$ cat src/rtl/bit_serializer_pkg.sv
// Shared definitions for the serializer and the downstream sequence-detector stage.
package bit_serializer_pkg;

  // Shifter state encoding; the detector stage reuses these constants.
  localparam logic [0:0] S_IDLE  = 1'b0;
  localparam logic [0:0] S_SHIFT = 1'b1;

  // Bit-counter width for a word of w bits; clamped so a degenerate w still yields one bit.
  function automatic int unsigned cnt_w(input int unsigned w);
    return (w < 2) ? 1 : $clog2(w);
  endfunction

endpackage

$ cat src/rtl/bit_serializer_hold.sv
// One-entry valid/ready holding register feeding the shifter.
module bit_serializer_hold
  import bit_serializer_pkg::*;
#(
  parameter int unsigned W = 8
) (
  input  logic         clk,
  input  logic         rst,
  input  logic [W-1:0] in_data,
  input  logic         in_valid,
  output logic         in_ready,
  input  logic         take,
  output logic [W-1:0] hold_data,
  output logic         hold_full
);

  logic [W-1:0] data_q, data_d;
  logic         full_q, full_d;
  logic         accept;

  // in_ready comes straight from the full flag so upstream sees no combinational path.
  assign in_ready  = !full_q;
  assign accept    = in_valid & in_ready;
  assign hold_data = data_q;
  assign hold_full = full_q;

  // Next-state: a take empties the entry, a same-edge accept refills it.
  always_comb begin
    full_d = full_q;
    data_d = data_q;
    if (take) begin
      full_d = 1'b0;
    end
    if (accept) begin
      full_d = 1'b1;
      data_d = in_data;
    end
  end

  // Holding register state.
  always_ff @(posedge clk or negedge rst) begin
    if (!rst) begin
      full_q <= 1'b0;
      data_q <= '0;
    end else begin
      full_q <= full_d;
      data_q <= data_d;
    end
  end

endmodule

$ cat src/rtl/bit_serializer.sv
// Parallel-to-serial converter producing the 1-bit/cycle x stream for the detector.
module bit_serializer
  import bit_serializer_pkg::*;
#(
  parameter int unsigned W         = 8,
  parameter bit          MSB_FIRST = 1'b1,
  parameter bit          IDLE_BIT  = 1'b0
) (
  input  logic         clk,
  input  logic         rst,
  input  logic [W-1:0] in_data,
  input  logic         in_valid,
  output logic         in_ready,
  input  logic         en,
  output logic         x,
  output logic         x_valid,
  output logic         frame_start,
  output logic         busy
);

  localparam int unsigned          CNT_W = cnt_w(W);
  localparam logic [CNT_W-1:0]     LAST  = CNT_W'(W - 1);

  logic [W-1:0]     hold_data;
  logic             hold_full;
  logic             take;

  logic [0:0]       state_q, state_d;
  logic [CNT_W-1:0] cnt_q, cnt_d;
  logic [W-1:0]     sh_q, sh_d;
  logic             x_q, x_d;
  logic             fs_q, fs_d;

  bit_serializer_hold #(
    .W (W)
  ) u_hold (
    .clk       (clk),
    .rst       (rst),
    .in_data   (in_data),
    .in_valid  (in_valid),
    .in_ready  (in_ready),
    .take      (take),
    .hold_data (hold_data),
    .hold_full (hold_full)
  );

  assign x           = x_q;
  assign x_valid     = (state_q == S_SHIFT);
  assign frame_start = fs_q;
  assign busy        = x_valid | hold_full;

  // Next-state for shifter, counter and output bit; en=0 leaves everything as is.
  // The shifter keeps only the bits not yet on x, so the head bit is always the next one out.
  always_comb begin
    state_d = state_q;
    cnt_d   = cnt_q;
    sh_d    = sh_q;
    x_d     = x_q;
    fs_d    = fs_q;
    take    = 1'b0;
    if (en) begin
      if ((state_q == S_SHIFT) && (cnt_q != LAST)) begin
        x_d   = MSB_FIRST ? sh_q[W-1] : sh_q[0];
        sh_d  = MSB_FIRST ? (sh_q << 1) : (sh_q >> 1);
        cnt_d = cnt_q + CNT_W'(1);
        fs_d  = 1'b0;
      end else if (hold_full) begin
        take    = 1'b1;
        x_d     = MSB_FIRST ? hold_data[W-1] : hold_data[0];
        sh_d    = MSB_FIRST ? (hold_data << 1) : (hold_data >> 1);
        cnt_d   = '0;
        fs_d    = 1'b1;
        state_d = S_SHIFT;
      end else begin
        x_d     = IDLE_BIT;
        cnt_d   = '0;
        fs_d    = 1'b0;
        state_d = S_IDLE;
      end
    end
  end

  // Shifter and output registers; reset discards any partial word.
  always_ff @(posedge clk or negedge rst) begin
    if (!rst) begin
      state_q <= S_IDLE;
      cnt_q   <= '0;
      sh_q    <= '0;
      x_q     <= IDLE_BIT;
      fs_q    <= 1'b0;
    end else begin
      state_q <= state_d;
      cnt_q   <= cnt_d;
      sh_q    <= sh_d;
      x_q     <= x_d;
      fs_q    <= fs_d;
    end
  end

endmodule
$ cat config.mk
export PLATFORM = sky130hd
export DESIGN_NAME = bit_serializer
export DESIGN_NICKNAME = d
export VERILOG_FILES = /design/src/rtl/bit_serializer_pkg.sv /design/src/rtl/bit_serializer_hold.sv /design/src/rtl/bit_serializer.sv
export SDC_FILE = /design/constraint.sdc
export NUM_CORES = 1
export LEC_CHECK = 0
export ABC_AREA = 1
export CAP_MARGIN = 40
export CORE_MARGIN = 8
export CORE_UTILIZATION = 35
export DETAILED_ROUTE_END_ITERATION = 8
export PLACE_DENSITY = 0.56
export SETUP_SLACK_MARGIN = 0.5
export SYNTH_ARGS = -nofsm -noshare
export SYNTH_HDL_FRONTEND = slang
export SYNTH_SLANG_ARGS = --single-unit
$ cat constraint.sdc
create_clock -name clk -period 1.5 [get_ports clk]
set_input_delay 0.225 -clock clk [delete_from_list [all_inputs] [get_ports clk]]
set_output_delay 0.225 -clock clk [all_outputs]
set_load 0.02 [all_outputs]
==> impl_metrics.env, run 1 <==
export IMPL_grt_start_max_net_pins=23
export IMPL_cts_hold_buffers_added=0
export IMPL_cp_required_ps=1720
export IMPL_setup_reg_to_reg_worst_slack_ps=160
export IMPL_clkLatencyLatePin_ps=310
export IMPL_fillers=270
export IMPL_globalRouteTotalUtil_pct=9.60
export IMPL_period_minus_slack_ps=1340
export IMPL_core_area_mm2=0.00278
export IMPL_routedWlPerCell_um=12.4
export IMPL_critical_path_max_fanout=2
export IMPL_detailedRoute_firstPassIterationCount=4
export IMPL_crit_share_post_route_pct=89.6
export IMPL_worst_pin_slew_ps=285
export IMPL_antenna_violations_before_repair=0
export IMPL_multi_input_area_um2=527
export IMPL_crit_path_start_kind="flip-flop"
export IMPL_fin_util_pct=52.0
export IMPL_remaining_drcs=0
export IMPL_clock_fmax_ghz=0.744
export IMPL_first_global_vias=836
export IMPL_io_buffers=16
export IMPL_final_cell_mix="nand2_1, dfrtp_1, nand3_1"
export IMPL_drive_gt1_share_pct=28.9
export IMPL_slew_limit_headroom_pct=81.0
export IMPL_synth_area_top_cells="dfrtp_1, nand2_1, nand3_1"
export IMPL_finish_instance_area_mm2=0.00145
export IMPL_outcome="completed"
export IMPL_routed_via_density=4.75
export IMPL_area_growth_syn_to_layout_pct=39.7
export IMPL_yosys_register_bits=22
export IMPL_synth_fp_nets=139
export IMPL_critPathKind="reg2reg"
export IMPL_timing_clock_skew_ps=5.22
export IMPL_post_synth_instance_area_mm2=0.00103
export IMPL_setup_slack_ps=156
export IMPL_whs_ps=248
export IMPL_die_area_mm2=0.00495
export IMPL_finalSetupTns_ps=0
export IMPL_worstReg2RegStart="cnt_q[0]$_DFFE_PN0P_"
export IMPL_dpl_worst_slack_ps=123
export IMPL_std_cell_rows=19
export IMPL_cts_tree="yes"
export IMPL_timing_max_transition_violations_final=0
export IMPL_critical_path_reg2reg_endpoint="x$_DFFE_PN0P_"
export IMPL_io_pin_count=17
export IMPL_ys_seq_area_share_pct=53.2
export IMPL_grt_setup_unrepaired="yes"
export IMPL_leakagePower_nw=0.734
export IMPL_final_hold_violation_count=0
export IMPL_globalplace_congestion=0.810
export IMPL_dr_total_vias=870
export IMPL_die_height_um=70.4
export IMPL_post_synth_inst_count=125
export IMPL_synth_top_cell_area_share_pct=53.2
export IMPL_timing_reg2reg_worst_path_depth=7
export IMPL_antenna_left=0
export IMPL_postPlaceCellArea_mm2=0.00127
export IMPL_cts_max_path_buffers=2
export IMPL_clock_transition_at_the_registers_of_the_reported_paths_ps=120
export IMPL_htreeDepth=1
export IMPL_dr_first_iter_drc_count=45
export IMPL_ir_worst_vdd_v=0.00121
export IMPL_netlist_top_cell_by_area="dfrtp_1"
export IMPL_antenna_cells=0
export IMPL_wirelength_um=2280
export IMPL_crit_startpoint="cnt_q[0]$_DFFE_PN0P_"
export IMPL_worst_hold_path_type="in2async"
export IMPL_post_place_cells=174
export IMPL_synth_warning_count=0
export IMPL_layout_cells_most_common="nand2_1"
export IMPL_overall_power_mw=2.79
export IMPL_timing_critical_path_arrival_ps=1560
export IMPL_tritoncts_num_sinks=22
export IMPL_worstSetupEndpointType="flip-flop"
export IMPL_initial_utilization_pct=37.2
export IMPL_layoutNonFillerInstCount=183
export IMPL_register_area_um2=551
export IMPL_setup_violators_final=0
export IMPL_cellPowerDensity_mw_per_mm2=1930
export IMPL_fin_nets=167
export IMPL_maxCapViolations=0
export IMPL_dp_final_hpwl_um=1670
export IMPL_cts_root_buf="clkbuf_4"
export IMPL_yosys_cell_types_count=16
export IMPL_global_route_overflow_total=0
export IMPL_chipWidth_um=70.4
export IMPL_grt_first_pass_wirelength_um=3940
export IMPL_cts_made_buffers=3
export IMPL_avgSynthCellArea_um2=8.28
## worst max-delay path by stage
stage	slack, ps	cells past startpoint	to
4_1_cts	160	7	sh_q[4]$_DFFE_PN0P_
6_report	160	7	x$_DFFE_PN0P_
3_3_place_gp	160	2	in_ready
5_1_grt	70	7	sh_q[5]$_DFFE_PN0P_
3_5_place_dp	120	8	sh_q[7]$_DFFE_PN0P_
2_1_floorplan	230	9	sh_q[2]$_DFFE_PN0P_
## state kept, by name, indices dropped and copies added, names as in the netlist
register / count
u_hold.hold_data: 8
frame_start: 1
x_valid: 1
sh_q: 7
u_hold.hold_full: 1
cnt_q: 3
x: 1
## where the power goes
part           switching [mW]  internal (mW)  leakage, nW
sequential              0.164          0.850        0.278
combinational           0.740          0.586        0.428
clock                   0.182          0.270       0.0279
total                    1.09           1.71        0.734
## Yosys cell counts
| library cell | number |
|---|---|
| xnor2_1 | 1 |
| a21oi_4 | 1 |
| nand2_4 | 1 |
| ha_1 | 2 |
| inv_1 | 2 |
| nand3_1 | 16 |
| nand3_2 | 1 |
| buf_2 | 2 |
| nand2_1 | 62 |
| dfrtp_1 | 22 |
| buf_6 | 2 |
| nor2_1 | 3 |
| nand2_2 | 1 |
| o21ai_1 | 4 |
| buf_4 | 1 |
| inv_2 | 4 |
## logic make-up (layout without fill, tap and decap cells)
kind of cell               Yosys count  in the layout  synth area share (%)
DFF                                 22             22                  53.2
AOI/OAI and AO/OA                    5              5                  3.51
xor gates and xnor gates             1              1                 0.847
and+or+nand+nor                     84             85                  34.0
adders and majority gates            2              2                  2.42
buffers and inverters               11             37                  6.05
## worst max-delay path, stage by stage, from the launching register on
cell	delay [ps]
dfrtp_1	420
ha_2	210
ha_4	180
buf_4	140
nor2_4	120
nand2_2	70
nand3_2	80
nand2_1	50
## cell type report
| type | instances | area share [%] |
|---|---|---|
| Tap cell | 31 | 2.68 |
| Timing Repair Buffer | 27 | 17.2 |
| Inverter | 6 | 1.90 |
| Sequential cell | 22 | 38.1 |
| Clock buffer | 3 | 1.56 |
| Multi-Input combinational cell | 93 | 36.5 |
| Clock inverter | 1 | 2.08 |
## routing by layer
layer  GRT usage, %  part of all wire (%)  up-vias
met5              0                     0        -
met4           2.01                  0.70        0
met3           4.24                   5.6        2
met2           14.4                    47       17
met1           12.4                    47      400
li1               -                     -      451
## repair_timing
item	CTS	global route
gates resized for setup	38	10
cloned	1	0
pin swaps	8	6
setup endpoints to repair	27	27
setup buffers	2	2
Power figures use the tool's default switching activity.
==> run 2, diff against run 1 <==
--- a/config.mk
+++ b/config.mk
@@ -7,10 +7,11 @@
 export LEC_CHECK = 0
 export ABC_AREA = 1
 export CAP_MARGIN = 40
-export CORE_MARGIN = 8
-export CORE_UTILIZATION = 35
+export CORE_ASPECT_RATIO = 0.7
+export CORE_MARGIN = 1.5
+export CORE_UTILIZATION = 45
 export DETAILED_ROUTE_END_ITERATION = 8
-export PLACE_DENSITY = 0.56
+export PLACE_DENSITY = 0.69
 export SETUP_SLACK_MARGIN = 0.5
 export SYNTH_ARGS = -nofsm -noshare
 export SYNTH_HDL_FRONTEND = slang
==> impl_metrics.env, run 2 (synthesis results as in run 1) <==
export IMPL_period_minus_slack_ps=1360
export IMPL_clock_transition_at_the_registers_of_the_reported_paths_ps=130
export IMPL_grt_setup_unrepaired="yes"
export IMPL_chipWidth_um=60.3
export IMPL_postPlaceCellArea_mm2=0.00126
export IMPL_antenna_cells=0
export IMPL_globalRouteTotalUtil_pct=19.0
export IMPL_tritoncts_num_sinks=22
export IMPL_maxCapViolations=0
export IMPL_clkLatencyLatePin_ps=320
export IMPL_io_pin_count=17
export IMPL_io_buffers=16
export IMPL_worst_hold_path_type="in2async"
export IMPL_initial_utilization_pct=48.0
export IMPL_detailedRoute_firstPassIterationCount=4
export IMPL_globalplace_congestion=0.793
export IMPL_first_global_vias=797
export IMPL_finalSetupTns_ps=0
export IMPL_final_cell_mix="nand2_1, dfrtp_1, nand3_1"
export IMPL_antenna_left=0
export IMPL_timing_clock_skew_ps=13.6
export IMPL_final_hold_violation_count=0
export IMPL_timing_max_transition_violations_final=0
export IMPL_overall_power_mw=2.81
export IMPL_cts_max_path_buffers=2
export IMPL_worst_pin_slew_ps=277
export IMPL_routed_via_density=4.74
export IMPL_layout_cells_most_common="nand2_1"
export IMPL_routedWlPerCell_um=12.1
export IMPL_area_growth_syn_to_layout_pct=43.3
export IMPL_worstSetupEndpointType="flip-flop"
export IMPL_core_area_mm2=0.00215
export IMPL_drive_gt1_share_pct=30.8
export IMPL_cts_root_buf="clkbuf_4"
export IMPL_critical_path_max_fanout=6
export IMPL_finish_instance_area_mm2=0.00148
export IMPL_dr_total_vias=891
export IMPL_std_cell_rows=14
export IMPL_antenna_violations_before_repair=0
export IMPL_critPathKind="reg2reg"
export IMPL_dr_first_iter_drc_count=32
export IMPL_cellPowerDensity_mw_per_mm2=1900
export IMPL_cts_made_buffers=3
export IMPL_cts_tree="yes"
export IMPL_timing_critical_path_arrival_ps=1630
export IMPL_die_height_um=43.1
export IMPL_crit_path_start_kind="flip-flop"
export IMPL_die_area_mm2=0.00260
export IMPL_htreeDepth=1
export IMPL_leakagePower_nw=0.760
export IMPL_fillers=183
export IMPL_slew_limit_headroom_pct=81.5
export IMPL_grt_start_max_net_pins=23
export IMPL_clock_fmax_ghz=0.735
export IMPL_ir_worst_vdd_v=0.000869
export IMPL_fin_util_pct=68.8
export IMPL_crit_share_post_route_pct=90.7
export IMPL_fin_nets=171
export IMPL_remaining_drcs=0
export IMPL_global_route_overflow_total=0
export IMPL_timing_reg2reg_worst_path_depth=7
export IMPL_post_place_cells=174
export IMPL_max_ffs_per_register=8
export IMPL_cp_required_ps=1770
export IMPL_dp_final_hpwl_um=1530
export IMPL_grt_first_pass_wirelength_um=3640
export IMPL_outcome="completed"
export IMPL_layoutNonFillerInstCount=188
export IMPL_setup_violators_final=0
export IMPL_wirelength_um=2270
[run 2: worst paths after layout]
check                                                     start                               to  slack (ps)
worst max-delay path                       cnt_q[0]$_DFFE_PN0P_              sh_q[7]$_DFFE_PN0P_         140
worst max register to register             cnt_q[0]$_DFFE_PN0P_              sh_q[7]$_DFFE_PN0P_         140
worst min register to register  u_hold.hold_data[1]$_DFFE_PN0P_  u_hold.hold_data[1]$_DFFE_PN0P_         490
worst min-delay path                                        rst                    x$_DFFE_PN0P_         240
max in group asynchronous                                   rst  u_hold.hold_data[2]$_DFFE_PN0P_        1030
min in group clk                                     in_data[2]  u_hold.hold_data[2]$_DFFE_PN0P_         460
[run 2: what timing repair did]
| item | in CTS | in global routing |
|---|---|---|
| endpoints found under the setup margin | 27 | 27 |
| buffers inserted | 6 | 3 |
| endpoints found under the hold margin | 0 | 0 |
| pin swaps | 8 | 9 |
| gates cloned | 1 | 0 |
| resized for setup | 39 | 14 |
| hold buffers | 0 | 0 |
[run 2: power by group]
part           switching (mW)  internal (mW)  total, mW
clock                   0.186          0.148      0.335
sequential              0.171          0.850       1.02
combinational           0.795          0.664       1.46
total                    1.15           1.66       2.81
[run 2: through the flow]
step	hold slack (ps)	setup WS [ps]
6_report	239	139
5_1_grt	269	105
4_1_cts	257	162
3_5_place_dp	466	103
3_3_place_gp	457	145
2_1_floorplan	-70.6	232
[run 2: critical path, stage by stage, from the launching register on]
cell     delay [ps]
dfrtp_1         420
ha_2            200
ha_4            170
inv_6            90
nand2_8          70
a21oi_4         210
nand2_1          90
nand2_1          60
[run 2: area by class of cell]
class                   count  area (um2)  share of cell area (%)
clock buffers               4        36.3                    2.45
flip-flops and latches     22         551                    37.1
multi-input cells          93         542                    36.5
inverters                   6        27.5                    1.86
repair buffers             31         287                    19.3
well taps                  32        40.0                    2.70
[run 2: layer usage]
layer  wire length (um)  vias to the layer above  GRT usage (%)
li1                   -                      459              -
met1               1110                      406           28.7
met2               1040                       26           28.0
met3                126                        0           5.49
met4                  0                        0           1.33
met5                  0                        -              0
==> run 3, diff against run 2 <==
--- a/config.mk
+++ b/config.mk
@@ -16,3 +16,4 @@
 export SYNTH_ARGS = -nofsm -noshare
 export SYNTH_HDL_FRONTEND = slang
 export SYNTH_SLANG_ARGS = --single-unit
+export TNS_END_PERCENT = 100
==> results of run 3 <==
Same layout as run 2: the final DEF is identical, and so are final timing and power.
